--- src/rtl/keypad_scanner.sv ---
// keypad_scanner: 4x4 hex keypad column scanner with press/release debounce and hex encode.
// Latency: key_valid rises DEBOUNCE_CYCLES+1 clocks after the row sample that first sees a press.
// Backpressure: none; key_valid is a one-cycle strobe that the consumer must take when it fires.
// Optional feature macro KEYPAD_REPEAT_EN: extra key_valid every REPEAT_CYCLES while a key is held.
module keypad_scanner #(
    parameter int SCAN_DIV        = 4,   // clocks per column before rows are sampled (>= 3)
    parameter int DEBOUNCE_CYCLES = 8,   // stable clocks to accept a press or a release (>= 2)
    parameter int REPEAT_CYCLES   = 32   // auto-repeat period, only with KEYPAD_REPEAT_EN
) (
    input  logic       clk,
    input  logic       reset,
    input  logic [3:0] rows,
    output logic [3:0] cols,
    output logic [3:0] key,
    output logic       key_valid,
    output logic       key_held
);

    // One counter serves both the column dwell and the debounce windows.
    localparam int CNT_MAX = (SCAN_DIV > DEBOUNCE_CYCLES) ? SCAN_DIV : DEBOUNCE_CYCLES;
    localparam int CW      = $clog2(CNT_MAX + 1);

    typedef enum logic [1:0] {
        ST_SCAN,
        ST_DEBOUNCE,
        ST_HELD,
        ST_RELEASE
    } state_t;

    state_t        state;
    state_t        state_nxt;
    logic [3:0]    rs_meta;
    logic [3:0]    rs;
    logic [1:0]    col_idx;
    logic [1:0]    col_nxt;
    logic [1:0]    row_idx;
    logic [1:0]    row_nxt;
    logic [CW-1:0] cnt;
    logic [CW-1:0] cnt_nxt;
    logic [3:0]    key_nxt;
    logic          kv_nxt;
    logic          row_up;

`ifdef KEYPAD_REPEAT_EN
    localparam int RW = $clog2(REPEAT_CYCLES + 1);
    logic [RW-1:0] rep_cnt;
    logic [RW-1:0] rep_nxt;
`else
    // Repeat period has no effect in this build; keep it referenced for lint.
    logic unused_repeat_cfg;
    assign unused_repeat_cfg = (REPEAT_CYCLES > 0);
`endif

    // Lowest-numbered low row wins when several rows are low in one column.
    function automatic logic [1:0] low_row(input logic [3:0] r);
        logic [1:0] idx;
        if (!r[0]) begin
            idx = 2'd0;
        end else if (!r[1]) begin
            idx = 2'd1;
        end else if (!r[2]) begin
            idx = 2'd2;
        end else begin
            idx = 2'd3;
        end
        return idx;
    endfunction

    // Physical keypad legend, indexed by {row, column}.
    function automatic logic [3:0] key_map(input logic [1:0] r, input logic [1:0] c);
        logic [3:0] k;
        case ({r, c})
            4'h0: k = 4'h1;
            4'h1: k = 4'h2;
            4'h2: k = 4'h3;
            4'h3: k = 4'hA;
            4'h4: k = 4'h4;
            4'h5: k = 4'h5;
            4'h6: k = 4'h6;
            4'h7: k = 4'hB;
            4'h8: k = 4'h7;
            4'h9: k = 4'h8;
            4'hA: k = 4'h9;
            4'hB: k = 4'hC;
            4'hC: k = 4'hE;
            4'hD: k = 4'h0;
            4'hE: k = 4'hF;
            default: k = 4'hD;
        endcase
        return k;
    endfunction

    // Two-flop synchronizer for the asynchronous row lines; idles at "no key".
    always_ff @(posedge clk) begin
        if (reset) begin
            rs_meta <= 4'b1111;
            rs      <= 4'b1111;
        end else begin
            rs_meta <= rows;
            rs      <= rs_meta;
        end
    end

    // The row line belonging to the key currently being tracked (1 = released).
    assign row_up = rs[row_idx];

    // Column drive: exactly one column low; frozen outside SCAN because col_idx only moves there.
    assign cols = ~(4'b0001 << col_idx);

    // HELD and RELEASE both mean the accepted key has not yet been cleanly let go.
    assign key_held = (state == ST_HELD) || (state == ST_RELEASE);

    // State, counters and registered outputs.
    always_ff @(posedge clk) begin
        if (reset) begin
            state     <= ST_SCAN;
            col_idx   <= 2'd0;
            row_idx   <= 2'd0;
            cnt       <= '0;
            key       <= 4'h0;
            key_valid <= 1'b0;
`ifdef KEYPAD_REPEAT_EN
            rep_cnt   <= '0;
`endif
        end else begin
            state     <= state_nxt;
            col_idx   <= col_nxt;
            row_idx   <= row_nxt;
            cnt       <= cnt_nxt;
            key       <= key_nxt;
            key_valid <= kv_nxt;
`ifdef KEYPAD_REPEAT_EN
            rep_cnt   <= rep_nxt;
`endif
        end
    end

    // Next-state and datapath updates; key_valid is a single-cycle pulse by default.
    always_comb begin
        state_nxt = state;
        col_nxt   = col_idx;
        row_nxt   = row_idx;
        cnt_nxt   = cnt;
        key_nxt   = key;
        kv_nxt    = 1'b0;
`ifdef KEYPAD_REPEAT_EN
        rep_nxt   = rep_cnt;
`endif
        case (state)
            ST_SCAN: begin
                // Sample only at the end of the dwell so the synchronizer has settled
                // on the rows of the column now driven.
                if (cnt == CW'(SCAN_DIV - 1)) begin
                    cnt_nxt = '0;
                    if (rs == 4'b1111) begin
                        col_nxt = col_idx + 2'd1;
                    end else begin
                        row_nxt   = low_row(rs);
                        state_nxt = ST_DEBOUNCE;
                    end
                end else begin
                    cnt_nxt = cnt + CW'(1);
                end
            end

            ST_DEBOUNCE: begin
                // cnt reaching DEBOUNCE_CYCLES means that many consecutive low samples.
                if (cnt == CW'(DEBOUNCE_CYCLES)) begin
                    key_nxt   = key_map(row_idx, col_idx);
                    kv_nxt    = 1'b1;
                    cnt_nxt   = '0;
                    state_nxt = ST_HELD;
`ifdef KEYPAD_REPEAT_EN
                    rep_nxt   = '0;
`endif
                end else if (row_up) begin
                    // Bounce: drop the candidate and move on to the next column.
                    cnt_nxt   = '0;
                    col_nxt   = col_idx + 2'd1;
                    state_nxt = ST_SCAN;
                end else begin
                    cnt_nxt = cnt + CW'(1);
                end
            end

            ST_HELD: begin
                // Only the tracked row matters; other keys are ignored until release.
                if (row_up) begin
                    cnt_nxt   = '0;
                    state_nxt = ST_RELEASE;
                end
`ifdef KEYPAD_REPEAT_EN
                else if (rep_cnt == RW'(REPEAT_CYCLES - 1)) begin
                    kv_nxt  = 1'b1;
                    rep_nxt = '0;
                end else begin
                    rep_nxt = rep_cnt + RW'(1);
                end
`endif
            end

            ST_RELEASE: begin
                if (!row_up) begin
                    // Release glitch: key is still down, no new strobe.
                    cnt_nxt   = '0;
                    state_nxt = ST_HELD;
`ifdef KEYPAD_REPEAT_EN
                    rep_nxt   = '0;
`endif
                end else if (cnt == CW'(DEBOUNCE_CYCLES - 1)) begin
                    cnt_nxt   = '0;
                    col_nxt   = col_idx + 2'd1;
                    state_nxt = ST_SCAN;
                end else begin
                    cnt_nxt = cnt + CW'(1);
                end
            end

            default: begin
                state_nxt = ST_SCAN;
                cnt_nxt   = '0;
            end
        endcase
    end

endmodule

--- config.mk ---
export PLATFORM = sky130hd
export DESIGN_NAME = keypad_scanner
export DESIGN_NICKNAME = d
export VERILOG_FILES = /design/src/rtl/keypad_scanner.sv
export SDC_FILE = /design/constraint.sdc
export NUM_CORES = 1
export LEC_CHECK = 0
export CAP_MARGIN = 30
export CELL_PAD_IN_SITES_DETAIL_PLACEMENT = 2
export CELL_PAD_IN_SITES_GLOBAL_PLACEMENT = 2
export CORE_ASPECT_RATIO = 1.5
export CORE_UTILIZATION = 25
export DETAILED_ROUTE_END_ITERATION = 6
export PLACE_DENSITY = 0.65
export SLEW_MARGIN = 0
export SYNTH_ARGS = -nofsm -noshare
export SYNTH_HDL_FRONTEND = slang
export SYNTH_SLANG_ARGS = --single-unit
--- constraint.sdc ---
create_clock -name clk -period 2.2 [get_ports clk]
set_input_delay 0.44 -clock clk [delete_from_list [all_inputs] [get_ports clk]]
set_output_delay 0.44 -clock clk [all_outputs]
set_load 0.1 [all_outputs]
[Yosys cells after proc, flatten, opt, wreduce, memory -nomap -nowiden]
Memories as Yosys holds them, arrays and structs flattened. A register that Yosys moved wholly into a read port is not among the register bits.
Index checks and enable logic that the tools add are counted.
Storage, ports and cells
  bits in registers: 19
  logic and storage cells: 68
  memories: 1
  input port bits: 6
  output and inout bits: 10
  memory bits (read-only): 64
Operators by class
  magnitude comparators: 1
  bitwise gates (word level): 3
  add/sub/neg operators: 2
  reduce and logical (&&, ||, !) cells: 8
  shift operators: 1
  mux-type cells: 28
  eq/ne operators: 17
Memory list
  (no name shown): words 16, width 4, rd ports 1, clocked after Yosys merged registers in 1, write ports 0, line 72  | case ({r, c})
Operators with widths (number)
  two-way mux 2 bit: 15
  two-way mux 4 bit: 6
  case mux 4 bit (4 select lines): 1
  inequality test 2 bit, second input constant: 7
  == test 4 bit, second input constant: 2
  case mux 2 bit (4 select lines): 1
  AND reduction 7 bit: 1
  case mux 2 bit (3 select lines): 1
  AND reduction 5 bit: 1
  adder 4 x 1 -> 4 bit, second input constant: 1
  == test 2 bit, second input constant: 2
  == test 4 x 2 -> 1 bit, second input constant: 1
  == test 4 x 3 -> 1 bit, second input constant: 1
  NOT 4 bit: 1
  left shift 1 x 2 -> 4 bit, first input constant: 1
  less-than comparator 2 x 3 -> 1 bit, second input constant: 1
  two-way mux 1 bit: 3
  inequality test 3 x 2 -> 1 bit, second input constant: 1
  inequality test 3 bit, second input constant: 1
  AND reduction 3 bit: 1
  nonzero test 3 bit: 1
  adder 2 x 1 -> 2 bit, second input constant: 1
  binary-select mux 1 bit (select 2 bit): 1
  == test 2 x 1 -> 1 bit, second input constant: 1
  6 further kinds: 7

[Logic depth before layout (Yosys ltp)]
Gate-level depths: netlist (run 1).
  depth in word-level cells: 5
  depth in mapped cells: 6
  depth with buffers taken out: 6

[Least setup slack after synthesis (run 1)]
No wires, ideal clock.
  kind: register to output
  start point: register state[1]
  end point: output key_held
  path slack: 0.023 ns
  arrival: 1.737 ns
  stages on the path, launching flop included: 4
  required time: 1.760 ns
  path buffers: 3
  cell sequence: dfxtp_1 clkbuf_1 clkbuf_1 clkbuf_1
On the way
  word-level cells in the longest chain between the ends: 2
  elaborated cells on any way between the ends: 3
  those cells by class: eq/ne: 2; reduce/logical: 1
Ends and longest elaborated chain
  from (decl): line 30  | state_t state;
  from (signal assigned): line 126  | state <= state_nxt;
  == test 2 bit: line 111  | assign key_held = (state == ST_HELD) || (state == ST_RELEASE);
  logical OR 1 bit (*): line 111
  to (decl): line 16  | output logic key_held
Mark *: on every way between the ends. The rest lies on a longest branch, timed or not.

[Worst setup path after layout (run 1)]
  start point: register cnt[1]
  end point: register col_idx[0]
On the way
  word-level cells in the longest chain between the ends: 3
  elaborated cells on any way between the ends: 7
  those cells by class: eq/ne: 6; reduce/logical: 1
Ends and longest elaborated chain
  from (decl): line 38  | logic [CW-1:0] cnt;
  from (signal assigned): line 129  | cnt <= cnt_nxt;
  == test 4 bit, or another cell as far along: line 168  | if (cnt == CW'(DEBOUNCE_CYCLES)) begin
  inequality test 2 bit (no source line) / inequality test 2 x 1 -> 1 bit (equally long branches)
  AND reduction 7 bit (no source line) (*)
  to (signal assigned): line 127  | col_idx <= col_nxt;
  to (decl): line 34  | logic [1:0] col_idx;
Marked as above.
A chain may end at the register's enable or synchronous reset.

==> impl_metrics.ini, run 1 <==
[outcome]
status = finished, final reports clean

[clock_tree]
cts_buffers = 3
cts_root_buffer = clkbuf_8
htree_levels = 1
cts_hold_buf = 0
clkTransAtPathRegs_ns = 0.08
clk_latency_ns = 0.27
clock-sinks = 23
cts_setup_buffers = 0
cts_tree = done
cts_resized = 0
cts_buffer_depth = 2

[floorplanning]
die_w_um = 59.7
rows = 31
core-area_mm2 = 0.00481
die_area_mm2 = 0.00529
start_util = 0.260
die_h_um = 88.6
io_pins = 16

[worst_setup_path]
crit_arrival_ns = 2.23
r2r_slack_ns = 0.13
worstPathCellList = ha_1 > or3b_2 > o32a_1 > a21oi_1 > mux2_2
critPathRequiredTime_ns = 2.36
critPathKind = flop to flop
critPathLaunch = cnt[1]
start_kind = flop
r2r_start = cnt[1]
critPathCaptureType = flop
slowest_delay_ns = 0.51
timing.rr.end = col_idx[0]
r2r_cells = 5
cp_max_fo = 6
slowest_stage = or3b_2

[layout]
fin_util = 0.325
drive_above_1_share = 0.269
fillers = 555
areaGrowthSynthToFinish_pct = 25.4
stdcell_area_mm2 = 0.00157
antennaDiodeCount = 0
seqCellArea_um2 = 460
multi_input_area_um2 = 706
fin_nets = 160

[synth]
postSynth.topFlopCell = dfxtp_1
ys_seq_area_frac = 0.369
synth_commonest_cells = dfxtp_1 (23), inv_1 (10), ha_1 (8), nor2_1 (8), or2_2 (8)
ys_ff_latch = 23
ys_async_sr_fraction = 0
syn_inst = 128
synth_most_common_cell = dfxtp_1
yosys.area.top_type = dfxtp_1
synth.distinct_cells = 44
synth_nets = 142
netlist.area_leader.share = 0.369
avgSynthCellArea_um2 = 9.76
synth_area_leaders = dfxtp_1 (37%), ha_1 (8.0%), mux2i_1 (4.0%)
synth_edf_count = 0
ys_warn_count = 0
syn_area_mm2 = 0.00125

[routing]
vias = 1003
drtPass1Iterations = 2
wl_per_cell_um = 14.0
ant_nets = 0
routed_wl_um = 2950
viasPerCell = 4.75
drc_errors = 0
drt-initial-drc-count = 15

[power]
comb_power_share = 0.181
p_sw_uw = 247
vdd_drop_max_mv = 0.222
intPower_uw = 631
p_seq_frac = 0.513
switching_share = 0.281
clock_power_share = 0.306
powerDensity_mw_per_mm2 = 561
p_leak_nw = 0.564

[grt]
antenna_found_initial = 0
track_usage = 0.131
grt_pass1_vias = 1063
grt_max_degree = 20
grt_pass1_wl_um = 5220
overflow = 0

[place]
port_buffers = 15
globalplace.congestion = 0.737
dpl_cell_area_mm2 = 0.00152
dp_hpwl_um = 2350

[worst_hold_path]
hp-class = flop to flop
hold-path-cell-count = 1
min_from = rs_meta[1]
min_to = rs[1]

[timing]
post-route-min-period_ns = 2.07
max_freq_mhz = 483
relSlewSlack = 0.612
worst_slew_pin_slew_ns = 0.580
period_share = 0.941
setup_violations = 0
finalMaxSlewViolations = 0
hold_viol_final = 0
rsz0062_at_grt = no
fin_skew_ns = 0.00104
fin_setup_tns_ns = 0

[run]
max-cap-violations = 0
-- stage by stage --
stage          hold slack [ns]  instances  power, mW  setup WS (ns)
2_1_floorplan            0.389        128      0.568         0.0234
6_report                 0.415        211      0.878          0.130
5_1_grt                  0.431        211      0.930        0.00416
4_1_cts                  0.422        211      0.896         0.0989
3_5_place_dp             0.400        207      0.622          0.115
3_3_place_gp             0.393        207      0.614          0.236
-- layout make-up --
class,instances,area share
Clock inverter,1,0.00320
Timing Repair Buffer,21,0.149
Inverter,10,0.0240
Multi-Input combinational cell,87,0.451
Sequential cell,23,0.294
Tap cell,66,0.0528
Clock buffer,3,0.0264
-- sequential cells by signal, indices dropped and copies added (netlist names) --
register   count
cnt            4
key            4
rs             4
rs_meta        4
col_idx        2
row_idx        2
state          2
key_valid      1
-- placed cells by master, fill, tap and decap left out, types with 2 or more instances in the layout --
master and count:
dfxtp_1 23, buf_4 11, inv_1 10, nor2_1 8, or2_2 8, ha_1 8, nand2b_1 6, a21oi_1 6
mux2i_1 5, clkdlybuf4s50_1 5, buf_12 5, nor3_1 4, a211oi_1 3, nand3_1 3, clkbuf_8 3, nor3b_1 2
xnor2_1 2, nand3b_1 2, o211ai_1 2, nor2b_1 2
-- worst max path at each step --
stage | end | slack, ns | cells after the start
2_1_floorplan | key_held | 0.02 | 3
3_3_place_gp | col_idx[0] | 0.24 | 5
3_5_place_dp | col_idx[0] | 0.12 | 5
4_1_cts | col_idx[0] | 0.1 | 5
5_1_grt | col_idx[0] | 0.004 | 5
6_report | col_idx[0] | 0.13 | 5
-- metal layers --
layer	global-route usage	wire, µm	vias to the layer above
met1	0.153	1220	494
met4	0.0634	55	0
met5	0	0	-
li1	-	-	487
met2	0.229	1610	16
met3	0.0175	67	6
-- critical path, delay by kind of cell, from the launching register on --
family / cells / cell delay [ns]
and+or+nand+nor: 1 / 0.51
AOI/OAI and AO/OA: 2 / 0.47
muxes: 1 / 0.37
DFF: 1 / 0.36
adders and majority gates: 1 / 0.26
-- kinds of logic after synthesis --
group           synth area share
simple gates               0.248
flops                      0.369
compound gates             0.128
buf+inv                   0.0661
mux                       0.0882
fa+ha+maj                 0.0802
xor+xnor                  0.0210
-- power by group through the flow --
stage	combinational (mW)	clock [mW]	sequential (mW)
floorplan	0.114	0	0.455
global placement	0.155	0	0.459
detailed placement	0.162	0	0.461
CTS	0.162	0.283	0.451
global route	0.177	0.299	0.455
finish	0.159	0.269	0.451
Note: power is estimated with default switching activity, not from simulation.
==> run 2, diff against run 1 <==
--- a/config.mk
+++ b/config.mk
@@ -9,6 +9,7 @@
 export CELL_PAD_IN_SITES_DETAIL_PLACEMENT = 2
 export CELL_PAD_IN_SITES_GLOBAL_PLACEMENT = 2
 export CORE_ASPECT_RATIO = 1.5
+export CORE_MARGIN = 2
 export CORE_UTILIZATION = 25
 export DETAILED_ROUTE_END_ITERATION = 6
 export PLACE_DENSITY = 0.65
==> run 2 against run 1 <==
Sequential power hardly changed. Non-clock buffer count is 2 lower. Clock skew is 0.0064 ns higher. First-iteration DRC count is 33% higher. Register-to-register slack better by 0.02 ns. Critical endpoint unchanged. Core utilization is 0.31 points lower. Global-route usage is 1.0 points lower. Sequential share of layout area is 0.37 points higher. Critical path depth stayed put. Maximum frequency is 1.2% higher.
==> impl_metrics.ini, run 2 (synthesized netlist as in run 1, its figures left out) <==
[run]
max-cap-violations = 0

[grt]
track_usage = 0.121
grt_pass1_wl_um = 5200
antenna_found_initial = 0
grt_max_degree = 19
overflow = 0
grt_pass1_vias = 1073

[timing]
worst_slew_pin_slew_ns = 0.582
whs_ns = 0.416
hold_viol_final = 0
fin_skew_ns = 0.00742
rsz0062_at_grt = no
setup_violations = 0
max_freq_mhz = 489
post-route-min-period_ns = 2.05
relSlewSlack = 0.611
fin_setup_tns_ns = 0
period_share = 0.930
finalMaxSlewViolations = 0
setup_ws_ns = 0.154

[power]
intPower_uw = 633
vdd_drop_max_mv = 0.273
switching_share = 0.278
clock_power_share = 0.305
comb_power_share = 0.179
p_sw_uw = 243
p_seq_frac = 0.516
p_leak_nw = 0.551
powerDensity_mw_per_mm2 = 566

[place]
globalplace.congestion = 0.713
port_buffers = 15
pre_cts_ws_ns = 0.131
dp_hpwl_um = 2330

[routing]
drt-initial-drc-count = 20
viasPerCell = 4.66
drtPass1Iterations = 3
drc_errors = 0
ant_nets = 0
routed_wl_um = 2930
wl_per_cell_um = 14.0
vias = 973

[worst_setup_path]
slowest_stage = or3b_2
crit_arrival_ns = 2.20
crit_buf_inv = 0
critPathKind = flop to flop
critPathCaptureType = flop
cp_max_fo = 6
critPathTopFamily = simple AND/OR/NAND/NOR gates
slowest_delay_ns = 0.51
worstPathCellList = ha_1 > or3b_2 > o32a_1 > a21oi_1 > mux2_2
critPathRequiredTime_ns = 2.36
start_kind = flop

[layout]
most-common-layout-cells = dfxtp_1 (22), inv_1 (10), buf_4 (9)
fin_nets = 158
drive_above_1_share = 0.259
antennaDiodeCount = 0
areaGrowthSynthToFinish_pct = 24.1
layout_commonest_cell = dfxtp_1
fillers = 563

[outcome]
status = finished, final reports clean

[clock_tree]
cts_resized = 0
clk_latency_ns = 0.27
cts_setup_buffers = 0
htree_levels = 1
cts_root_buffer = clkbuf_8
cts_hold_buf = 0
cts_buffers = 3
clkTransAtPathRegs_ns = 0.09
cts_buffer_depth = 2
clock-sinks = 23
cts_tree = done

[floorplanning]
core-area_mm2 = 0.00481
die_area_mm2 = 0.00559
io_pins = 16
rows = 31
start_util = 0.260
die_h_um = 90.6
die_w_um = 61.7

[worst_hold_path]
hp-class = flop to flop
## run 2: path summary, 6_finish.rpt
check | to | start | slack [ns] | cells after the start
max | col_idx[0] | cnt[1] | 0.15 | 5
min reg2reg | rs[1] | rs_meta[1] | 0.42 | 1
min | rs[1] | rs_meta[1] | 0.42 | 1
max reg2reg | col_idx[0] | cnt[1] | 0.15 | 5
## run 2: final cells by class
cell class                      count  area [µm²]  share of cell area
Clock buffer                        4        45.0              0.0291
Inverter                           10        37.5              0.0242
Multi-Input combinational cell     87         706               0.455
Sequential cell                    23         462               0.298
Tap cell                           66        82.6              0.0533
Timing Repair Buffer               19         218               0.140
## run 2: worst reg2reg max path: stages (launching register included)
cell and delay, ns:
dfxtp_1 0.37, ha_1 0.26, or3b_2 0.51, o32a_1 0.19
a21oi_1 0.25, mux2_2 0.36
## run 2: metrics by stage
| step | area, µm² | instances | utilization | power, mW |
|---|---|---|---|---|
| CTS | 1550 | 209 | 0.322 | 0.890 |
| finish | 1550 | 209 | 0.322 | 0.877 |
| detailed placement | 1500 | 205 | 0.313 | 0.622 |
| global placement | 1500 | 205 | 0.313 | 0.609 |
| floorplan | 1250 | 128 | - | 0.568 |
| global route | 1550 | 209 | 0.322 | 0.926 |
## run 2: per-layer routing
layer / track usage / up-vias / routed length, µm
li1: - / 480 / -
met1: 0.156 / 474 / 1260
met5: 0 / - / 0
met2: 0.196 / 15 / 1540
met3: 0.0229 / 4 / 89
met4: 0.0372 / 0 / 40
## run 2: power groups by stage
stage / sequential (mW) / clock [mW] / combinational [mW]
floorplan: 0.455 / 0 / 0.114
global placement: 0.460 / 0 / 0.149
detailed placement: 0.463 / 0 / 0.159
CTS: 0.453 / 0.277 / 0.160
global route: 0.457 / 0.295 / 0.175
finish: 0.453 / 0.267 / 0.157
==> run 3, diff against run 2 <==
--- a/config.mk
+++ b/config.mk
@@ -12,6 +12,7 @@
 export CORE_MARGIN = 2
 export CORE_UTILIZATION = 25
 export DETAILED_ROUTE_END_ITERATION = 6
+export MAX_ROUTING_LAYER = met4
 export PLACE_DENSITY = 0.65
 export SLEW_MARGIN = 0
 export SYNTH_ARGS = -nofsm -noshare
==> constraint.sdc (replaced) <==
create_clock -name clk -period 2.5 [get_ports clk]
set_input_delay 0.5 -clock clk [delete_from_list [all_inputs] [get_ports clk]]
set_output_delay 0.5 -clock clk [all_outputs]
set_load 0.1 [all_outputs]
==> run 3 against run 2 <==
Sequential share of layout area increased by 1.5 points. Highest routed layer unchanged. Design area decreased by 5.1%. Critical endpoint is now cnt[0]. Global-route usage about the same. Worst setup slack improved by 0.32 ns. Clock skew decreased by 0.0043 ns. Die area unchanged. First-iteration DRC count decreased by 25%. Critical path depth decreased by 1. Core utilization decreased by 1.6 points. Hold slack improved by 0.0013 ns. Sequential power decreased by 12%. Via count decreased by 1.8%.
==> impl_metrics.ini, run 3 (synthesized netlist as in run 1, its figures left out) <==
[layout]
fin_cells = 207
fillers = 567
antennaDiodeCount = 0
fin_nets = 156
drive_above_1_share = 0.241
stdcell_area_mm2 = 0.00147
areaGrowthSynthToFinish_pct = 17.8
most-common-layout-cells = dfxtp_1 (23), buf_4 (12), inv_1 (10)
layout_commonest_cell = dfxtp_1

[clock_tree]
clock-sinks = 23
cts_setup_buffers = 0
clkTransAtPathRegs_ns = 0.08
cts_buffer_depth = 2
htree_levels = 1
cts_buffers = 3
cts_resized = 0
cts_hold_buf = 0
cts_root_buffer = clkbuf_8
clk_latency_ns = 0.27
cts_tree = done

[routing]
drt-initial-drc-count = 15
routed_wl_um = 2880
viasPerCell = 4.61
drc_errors = 0
wl_per_cell_um = 13.9
drtPass1Iterations = 4
vias = 955
ant_nets = 0

[grt]
grt_pass1_wl_um = 5110
grt_max_degree = 19
grt_pass1_vias = 1060
antenna_found_initial = 0
track_usage = 0.121
overflow = 0

[place]
dpl_cell_area_mm2 = 0.00143
dp_hpwl_um = 2240
globalplace.congestion = 0.767
post-place-cells = 203
pre_cts_ws_ns = 0.464
port_buffers = 15

[floorplanning]
die_h_um = 90.6
rows = 31
die_area_mm2 = 0.00559
start_util = 0.260
io_pins = 16
die_w_um = 61.7
core-area_mm2 = 0.00481

[worst_setup_path]
r2r_start = row_idx[0]
crit_arrival_ns = 2.15
critPathCaptureType = flop
critPathLaunch = row_idx[0]
critPathKind = flop to flop
start_kind = flop
cp_max_fo = 11
critPathRequiredTime_ns = 2.63

[outcome]
status = finished, final reports clean

[timing]
hold_viol_final = 0
post-route-min-period_ns = 2.03
setup_ws_ns = 0.474
period_share = 0.810
worst_slew_pin_slew_ns = 0.641
finalMaxSlewViolations = 0
rsz0062_at_grt = no
fin_setup_tns_ns = 0
setup_violations = 0
fin_skew_ns = 0.00313
max_freq_mhz = 494
relSlewSlack = 0.571

[worst_hold_path]
min_from = rs_meta[3]
hp-class = flop to flop

[power]
powerDensity_mw_per_mm2 = 518
vdd_drop_max_mv = 0.341
p_leak_nw = 0.515
power_uw = 762

[run]
max-cap-violations = 0
run 3: cell types whose count changed in the layout (fill, tap and decap cells not counted):
cell     delta
dfxtp_1     +1
buf_4       +3
dfxtp_2     -1
buf_12      -5
run 3: where the power goes:
part           switching, mW  internal, mW
clock network          0.123         0.114
registers             0.0160         0.382
logic                 0.0735        0.0539
run 3: layout make-up:
cell class,count,area (µm²),area share
Inverter,10,37.5,0.0255
Timing Repair Buffer,17,140,0.0952
Clock buffer,4,45.0,0.0306
Sequential cell,23,460,0.313
Multi-Input combinational cell,87,706,0.480
Tap cell,66,82.6,0.0561
run 3: worst paths after layout:
check,end,cells past startpoint,slack (ns)
hold / removal,rs[3],1,0.42
setup reg to reg,cnt[0],4,0.47
setup / recovery,cnt[0],4,0.47
hold reg to reg,rs[3],1,0.42
run 3: worst max-delay path, stage by stage (launching register included):
cell,delay [ns]
dfxtp_1,0.52
mux4_2,0.70
and4_2,0.29
nor3_2,0.26
nor3_1,0.10
run 3: stage by stage:
| step | hold slack [ns] | utilization |
|---|---|---|
| final | 0.418 | 0.306 |
| after detailed placement | 0.397 | 0.297 |
| after CTS | 0.418 | 0.306 |
| after global routing | 0.420 | 0.306 |
| after floorplan | 0.389 | - |
| after global placement | 0.393 | 0.297 |
run 3: routing by layer:
| metal | vias up | GRT usage | share of wire |
|---|---|---|---|
| met5 | - | - | 0 |
| met1 | 465 | 0.148 | 0.43 |
| met3 | 2 | 0.0215 | 0.029 |
| li1 | 475 | - | - |
| met4 | 0 | 0.0372 | 0.0087 |
| met2 | 13 | 0.196 | 0.53 |
